<file path="config.mk">
export PLATFORM = sky130hd
export DESIGN_NAME = multicycle_control_unit
export DESIGN_NICKNAME = d
export VERILOG_FILES = /design/src/rtl/multicycle_control_unit.sv
export SDC_FILE = /design/constraint.sdc
export NUM_CORES = 1
export LEC_CHECK = 0
export CORE_MARGIN = 4
export CORE_UTILIZATION = 40
export CTS_BUF_LIST = sky130_fd_sc_hd__clkbuf_2 sky130_fd_sc_hd__clkbuf_4 sky130_fd_sc_hd__clkbuf_8
export DETAILED_ROUTE_END_ITERATION = 7
export PLACE_DENSITY = 0.76
export SETUP_SLACK_MARGIN = 0.4
export SYNTH_ARGS = -nofsm -noshare
export SYNTH_HDL_FRONTEND = slang
export SYNTH_SLANG_ARGS = --single-unit
</file>
<file path="constraint.sdc">
create_clock -name clk -period 4 [get_ports clk]
set_input_delay 0.8 -clock clk [delete_from_list [all_inputs] [get_ports clk]]
set_output_delay 0.8 -clock clk [all_outputs]
set_load 0.02 [all_outputs]
</file>
<file path="src/rtl/multicycle_control_unit.sv">
// rtl/multicycle_control_unit.sv - main sequencing FSM for the multicycle MIPS datapath
//
// Steps each instruction through FETCH/DECODE/execute/memory/writeback and
// drives every datapath mux select and write enable.
//
// Ports:
//   clk       rising-edge clock
//   reset     synchronous, active-high reset
//   Opcode    IR[31:26], meaningful from DECODE onward
//   Zero      ALU zero flag, used in BRANCH
//   MemReady  memory access completes this cycle
//   IorD, MemWrite, IRWrite, RegDst, MemtoReg, RegWrite, ALUSrcA,
//   ALUSrcB, ALUOp, PCSrc, PCEn   datapath controls
//   State     current state code, for debug visibility
module multicycle_control_unit #(
  parameter logic [5:0] OP_RTYPE = 6'h00,
  parameter logic [5:0] OP_LW    = 6'h23,
  parameter logic [5:0] OP_SW    = 6'h2B,
  parameter logic [5:0] OP_BEQ   = 6'h04,
  parameter logic [5:0] OP_BNE   = 6'h05,
  parameter logic [5:0] OP_ADDI  = 6'h08,
  parameter logic [5:0] OP_J     = 6'h02
) (
  input  logic       clk,
  input  logic       reset,
  input  logic [5:0] Opcode,
  input  logic       Zero,
  input  logic       MemReady,
  output logic       IorD,
  output logic       MemWrite,
  output logic       IRWrite,
  output logic       RegDst,
  output logic       MemtoReg,
  output logic       RegWrite,
  output logic       ALUSrcA,
  output logic [1:0] ALUSrcB,
  output logic [1:0] ALUOp,
  output logic [1:0] PCSrc,
  output logic       PCEn,
  output logic [3:0] State
);

  typedef enum logic [3:0] {
    S_FETCH   = 4'd0,
    S_DECODE  = 4'd1,
    S_MEMADR  = 4'd2,
    S_MEMRD   = 4'd3,
    S_MEMWB   = 4'd4,
    S_MEMWR   = 4'd5,
    S_EXECUTE = 4'd6,
    S_ALUWB   = 4'd7,
    S_BRANCH  = 4'd8,
    S_ADDIEX  = 4'd9,
    S_ADDIWB  = 4'd10,
    S_JUMP    = 4'd11
  } state_t;

  state_t state;
  state_t next_state;
  state_t cur;

  always_ff @(posedge clk) begin
    if (reset) state <= S_FETCH;
    else       state <= next_state;
  end

  always_comb begin
    next_state = S_FETCH;
    case (state)
      S_FETCH:   next_state = MemReady ? S_DECODE : S_FETCH;
      S_DECODE: begin
        case (Opcode)
          OP_LW, OP_SW:   next_state = S_MEMADR;
          OP_RTYPE:       next_state = S_EXECUTE;
          OP_BEQ, OP_BNE: next_state = S_BRANCH;
          OP_ADDI:        next_state = S_ADDIEX;
          OP_J:           next_state = S_JUMP;
          default:        next_state = S_FETCH;
        endcase
      end
      S_MEMADR:  next_state = (Opcode == OP_LW) ? S_MEMRD : S_MEMWR;
      S_MEMRD:   next_state = MemReady ? S_MEMWB : S_MEMRD;
      S_MEMWR:   next_state = MemReady ? S_FETCH : S_MEMWR;
      S_EXECUTE: next_state = S_ALUWB;
      S_ADDIEX:  next_state = S_ADDIWB;
      default:   next_state = S_FETCH;
    endcase
  end

  // While reset is high the outputs decode as FETCH so the datapath sees
  // a benign configuration, and the write enables are masked below.
  always_comb begin
    cur      = reset ? S_FETCH : state;
    IorD     = 1'b0;
    MemWrite = 1'b0;
    IRWrite  = 1'b0;
    RegDst   = 1'b0;
    MemtoReg = 1'b0;
    RegWrite = 1'b0;
    ALUSrcA  = 1'b0;
    ALUSrcB  = 2'b00;
    ALUOp    = 2'b00;
    PCSrc    = 2'b00;
    PCEn     = 1'b0;
    case (cur)
      S_FETCH: begin
        ALUSrcB = 2'b01;
        IRWrite = MemReady;
        PCEn    = MemReady;
      end
      // Precompute PC+4 + (SignImm<<2) so BRANCH can take it from ALUOut.
      S_DECODE:  ALUSrcB = 2'b11;
      S_MEMADR: begin
        ALUSrcA = 1'b1;
        ALUSrcB = 2'b10;
      end
      S_MEMRD:   IorD = 1'b1;
      S_MEMWB: begin
        MemtoReg = 1'b1;
        RegWrite = 1'b1;
      end
      S_MEMWR: begin
        IorD     = 1'b1;
        MemWrite = 1'b1;
      end
      S_EXECUTE: begin
        ALUSrcA = 1'b1;
        ALUOp   = 2'b10;
      end
      S_ALUWB: begin
        RegDst   = 1'b1;
        RegWrite = 1'b1;
      end
      S_BRANCH: begin
        ALUSrcA = 1'b1;
        ALUOp   = 2'b01;
        PCSrc   = 2'b01;
        PCEn    = (Opcode == OP_BNE) ? ~Zero : Zero;
      end
      S_ADDIEX: begin
        ALUSrcA = 1'b1;
        ALUSrcB = 2'b10;
      end
      S_ADDIWB:  RegWrite = 1'b1;
      S_JUMP: begin
        PCSrc = 2'b10;
        PCEn  = 1'b1;
      end
      default: ;
    endcase
    if (reset) begin
      MemWrite = 1'b0;
      IRWrite  = 1'b0;
      RegWrite = 1'b0;
      PCEn     = 1'b0;
    end
  end

  assign State = state;

endmodule

</file>
==> impl_metrics.json, run 1 <==
{
  "status": "complete, no violations",
  "critPathRequiredTime_ns": 3.20,
  "multiInputGateArea_um2": 465,
  "num-fill-cells": 144,
  "worst_clock_skew_ns": 0.0000335,
  "wirelength_um": 1540,
  "power.switching_uw": 41.2,
  "critPathLaunch": "Opcode[3]",
  "ys_warn_count": 0,
  "grt_max_degree": 22,
  "crit_type": "in -> out",
  "max-vdd-ir-drop_uv": 134,
  "first_pass_iters": 4,
  "start_kind": "primary input",
  "register_area_um2": 80.1,
  "slew_headroom": 0.558,
  "syn_nets": 98,
  "clockPowerShare": 0.361,
  "holdBufCountCts": 0,
  "comb_power_share": 0.321,
  "num_antenna_cells": 0,
  "clk_path_buf_depth": 2,
  "rsz0062_at_grt": "no",
  "switching_share": 0.298,
  "avgViaCountPerCell": 5.73,
  "die-height_um": 47.0,
  "r2r-end": "State[0]$_SDFF_PP0_",
  "start_util": 0.446,
  "cp_max_fo": 5,
  "seq_power_share": 0.318,
  "synth_area_um2": 609,
  "worst_slew_pin_slew_ns": 0.662,
  "die-area_um2": 2210,
  "dieWidth_um": 47.0,
  "ff2ff_setup_slack_ns": 2.44,
  "row_count": 13,
  "antenna_found_initial": 0,
  "maxCapViolations": 0,
  "place_inst": 121,
  "synth_edf_count": 0,
  "insertion_delay_ns": 0.23,
  "core_area_um2": 1370,
  "cp-end-kind": "output port",
  "crit_path_end": "PCEn",
  "drc_errors": 0,
  "cts_root_buf": "clkbuf_4",
  "synthCells": 88,
  "r2r_cells": 3,
  "synth_area_leader_cell": "dfxtp_1",
  "power_density_nw_per_um2": 159,
  "drtIter0Drc": 14,
  "period_share": 0.845,
  "hpwl_um": 1170,
  "cts_inserted_buffers": 3,
  "largest_register_ffs": 4,
  "cpMaxStageDelayCell": "clkdlybuf4s50_1",
  "areaGrowthSynthToFinish_pct": 42.9,
  "synth_ff_type": "dfxtp_1",
  "synth.top_cells.by_area": "dfxtp_1 (13%), a21oi_1 (5.7%), nor3_1 (5.7%)",
  "clk_pin_slew_worst_paths_ns": 0.04,
  "final_util": 0.637,
  "cts.sinks": 4,
  "yosys_register_bits": 4,
  "globalRouteOverflowTotal": 0,
  "finalCriticalPeriod_ns": 3.38,
  "max_freq_mhz": 296,
  "max_stage_delay_ns": 0.50,
  "finalSetupTns_ns": 0,
  "synthArstFlopShare": 0,
  "finalHoldViolCount": 0,
  "first_global_vias": 582,
  "portBuffers": 27,
  "cts_setup_buffers": 0,
  "final_nets": 121,
  "hold_start": "State[2]$_SDFF_PP0_",
  "wl_per_cell_um": 12.4,
  "yosysSeqAreaShare": 0.131,
  "antenna_left": 0,
  "tritoncts": "built",
  "grt_pass1_wl_um": 2570,
  "finalSetupViolations": 0,
  "ys_types": 42,
  "yosysMostFrequentCell": "nor2_1",
  "internal-power_uw": 97.3,
  "path_cells": "clkdlybuf4s50_1 > nor3_2 > and4_2 > mux2_2 > a21oi_1 > dlygate4sd2_1",
  "yosysTopAreaCellShare": 0.131,
  "cts_max_level": 1,
  "maxSlewViolCount": 0,
  "p_leak_uw": 0.000281,
  "io_pins": 28,
  "arrival_ns": 2.58,
  "synth.avg_cell_area_um2": 6.92,
  "drive_gt1_frac": 0.128,
  "track_usage": 0.161,
  "synthTopCellsByCount": "nor2_1 (9), a21oi_1 (7), nand2_1 (7), nor3_1 (7)",
  "r2r-start": "State[1]$_SDFF_PP0_",
  "routed-via-count": 711,
  "final_cells": 124,
  "hold_path.class": "reg -> reg",
  "routabilityCongestion": 0.755
}
critical path: cells and delay by family:
| kind | cells | cell delay (ns) |
|---|---|---|
| AO/OA/AOI/OAI | 1 | 0.11 |
| AND/OR/NAND/NOR | 2 | 0.50 |
| buffers and inverters | 2 | 0.84 |
| multiplexers | 1 | 0.33 |
metrics by stage:
stage	instance area, um2	total power (uW)	hold slack [ns]	setup slack (ns)
5_1_grt	871	151	0.849	0.486
3_3_place_gp	845	88.7	0.768	0.291
3_5_place_dp	845	89.3	0.764	0.240
6_report	871	138	0.767	0.621
2_1_floorplan	609	69.4	0.728	1.24
4_1_cts	871	141	0.771	0.604
layer usage:
layer  GRT usage  vias to the layer above  routed length (um)
met1       0.227                      323                 726
met4      0.0331                        0                   0
met5           0                        -                   0
met2       0.244                       19                 720
met3      0.0460                        0                  93
li1            -                      369                   -
worst min-delay path by stage:
stage               cells after the start                  end
finish                                  2  State[2]$_SDFF_PP0_
CTS                                     2  State[2]$_SDFF_PP0_
global placement                        2  State[2]$_SDFF_PP0_
floorplan                               3  State[1]$_SDFF_PP0_
detailed placement                      2  State[2]$_SDFF_PP0_
global route                            2  State[2]$_SDFF_PP0_
logic make-up after synthesis:
| group | after synthesis | share of synthesized area |
|---|---|---|
| simple gates | 46 | 0.448 |
| compound gates | 22 | 0.244 |
| buf+inv | 12 | 0.113 |
| flops | 4 | 0.131 |
| xor+xnor | 2 | 0.0288 |
| mux | 2 | 0.0349 |
layout make-up:
class,count,area share
Inverter,2,0.00862
Clock buffer,3,0.0259
Sequential cell,4,0.0920
Multi-Input combinational cell,72,0.534
Timing Repair Buffer,28,0.318
Tap cell,15,0.0216
layout by cell type, fill, tap and decap left out, types with 2 or more instances in the layout:
cell type	instances
a21oi_1	7
clkbuf_4	3
clkdlybuf4s50_1	26
dfxtp_1	4
inv_1	2
nand2_1	7
nand2b_1	3
nand4b_1	2
nor2_1	9
nor2b_1	2
nor3_1	6
nor3_2	2
nor4_1	2
o21a_1	2
o21ai_0	4
xnor2_1	2
power groups by stage:
stage          sequential [uW]  clock, uW  combinational [uW]
6_report                  44.0       50.0                44.5
5_1_grt                   44.5       58.0                48.5
4_1_cts                   44.1       52.0                44.7
3_5_place_dp              44.7          0                44.7
3_3_place_gp              44.7          0                44.0
2_1_floorplan             43.4          0                25.9
timing repair:
| item | CTS | global route |
|---|---|---|
| endpoints found under the hold margin | 0 | 0 |
| gates resized for setup | 2 | 0 |
| endpoints found under the setup margin | 1 | 0 |
Note: power is estimated with default switching activity, not from simulation.
==> inputs of run 2 (changes only) <==
Settings changed: CORE_UTILIZATION 40 to 38.
Clock period 4 ns to 2.96 ns, I/O delays scaled along.
==> run 2 against run 1 <==
Via count is 8.2% higher. Die area increased by 4.4%. Design area rose by 12%. Setup slack got worse by 0.16 ns. Register-to-register slack worse by 0.92 ns. Largest cell class unchanged. Total power rose by 44%. Global-route usage rose by 0.59 points. Critical path depth decreased by 2. Worst hold slack lost 0.048 ns. Wire length is 14% higher. First-iteration DRC count grew 79%. Final cell count increased by 11%.
==> impl_metrics.json, run 2 (synthesized netlist as in run 1, its figures left out) <==
{
  "status": "complete, no violations",
  "row_count": 14,
  "max_freq_mhz": 400,
  "power_density_nw_per_um2": 204,
  "maxCapViolations": 0,
  "cp_max_fo": 12,
  "wirelength_um": 1760,
  "max-vdd-ir-drop_uv": 114,
  "p_leak_uw": 0.000466,
  "start_util": 0.404,
  "wl_per_cell_um": 12.8,
  "antenna_left": 0,
  "routabilityCongestion": 0.822,
  "maxSlewViolCount": 0,
  "num_antenna_cells": 0,
  "drive_gt1_frac": 0.246,
  "drtIter0Drc": 25,
  "avgViaCountPerCell": 5.57,
  "areaGrowthSynthToFinish_pct": 60.2,
  "cts_max_level": 1,
  "core_area_um2": 1510,
  "tritoncts": "built",
  "finalCriticalPeriod_ns": 2.50,
  "antenna_found_initial": 0,
  "start_kind": "primary input",
  "insertion_delay_ns": 0.24,
  "grt_pass1_wl_um": 2770,
  "finalHoldViolCount": 0,
  "clk_pin_slew_worst_paths_ns": 0.03,
  "final_util": 0.648,
  "track_usage": 0.167,
  "dieWidth_um": 48.0,
  "largest_register_ffs": 4,
  "grt_max_degree": 21,
  "final_common_cell": "buf_4",
  "place_area_um2": 943,
  "cts_inserted_buffers": 3,
  "worst_clock_skew_ns": 0.00672,
  "design_area_um2": 976,
  "routed-via-count": 769,
  "cts.sinks": 4,
  "cp-end-kind": "output port",
  "hold_path.class": "reg -> reg",
  "arrival_ns": 1.91,
  "rsz0062_at_grt": "no",
  "die-height_um": 48.0,
  "hpwl_um": 1320,
  "crit_type": "in -> out",
  "first_pass_iters": 4,
  "final_nets": 134,
  "critPathRequiredTime_ns": 2.37,
  "first_global_vias": 669,
  "drc_errors": 0,
  "die-area_um2": 2310,
  "clk_path_buf_depth": 2,
  "total_power_uw": 199,
  "io_pins": 28,
  "cts_root_buf": "clkbuf_4",
  "finalSetupViolations": 0,
  "layout_common_cells": "buf_4 (15), clkdlybuf4s50_1 (10), dlygate4sd2_1 (10)",
  "slew_headroom": 0.784,
  "holdBufCountCts": 0,
  "portBuffers": 27,
  "period_share": 0.844,
  "globalRouteOverflowTotal": 0,
  "worst_slew_pin_slew_ns": 0.324
}
-- run 2: cell types whose count changed in the layout (fill, tap and decap cells not counted), sizes merged --
cell	delta
dlygate4sd2	+9
buf	+14
clkdlybuf4s50	-16
dlymetal6s2s	+6
-- run 2: metrics by stage --
stage	TNS [ns]	setup slack [ns]	std cells	hold slack [ns]
floorplan	0	0.616	88	0.728
global placement	-0.196	-0.196	135	0.686
finish	0	0.463	138	0.719
detailed placement	-0.203	-0.203	135	0.691
global route	0	0.402	138	0.755
CTS	0	0.280	138	0.719
-- run 2: final timing paths --
path | to | cells past startpoint | start | slack [ns]
setup / recovery | ALUOp[1] | 4 | reset | 0.46
setup reg to reg | State[1]$_SDFF_PP0_ | 5 | State[3]$_SDFF_PP0_ | 1.52
hold reg to reg | State[2]$_SDFF_PP0_ | 3 | State[2]$_SDFF_PP0_ | 0.72
hold / removal | State[2]$_SDFF_PP0_ | 3 | State[2]$_SDFF_PP0_ | 0.72
-- run 2: power breakdown --
group	switching [uW]	total, uW	internal (uW)
logic	34.0	71.2	37.2
registers	3.04	58.7	55.7
clock network	23.5	69.0	45.4
-- run 2: cell type report --
class	instances	area (um2)
fillers	139	531
repair buffers	41	375
flip-flops and latches	4	81.3
multi-input cells	72	469
clock buffers	3	22.5
well taps	16	20.0
inverters	2	7.51
-- run 2: repair_timing --
action / in CTS / in global routing
setup endpoints to repair: 13 / 4
buffers inserted: 0 / 0
pin swaps: 0 / 1
cloned: 0 / 0
gates resized for setup: 17 / 8
-- run 2: layer usage --
metal  track usage  part of all wire  vias to the layer above
li1              -                 -                      395
met1         0.201              0.43                      351
met2         0.303              0.52                       23
met3        0.0113             0.051                        0
met4        0.0645                 0                        0
met5             0                 0                        -
-- run 2: critical path: stages --
cell and delay, ns:
clkdlybuf4s50_1 0.44, buf_4 0.19, nor4b_1 0.31, dlygate4sd2_1 0.37
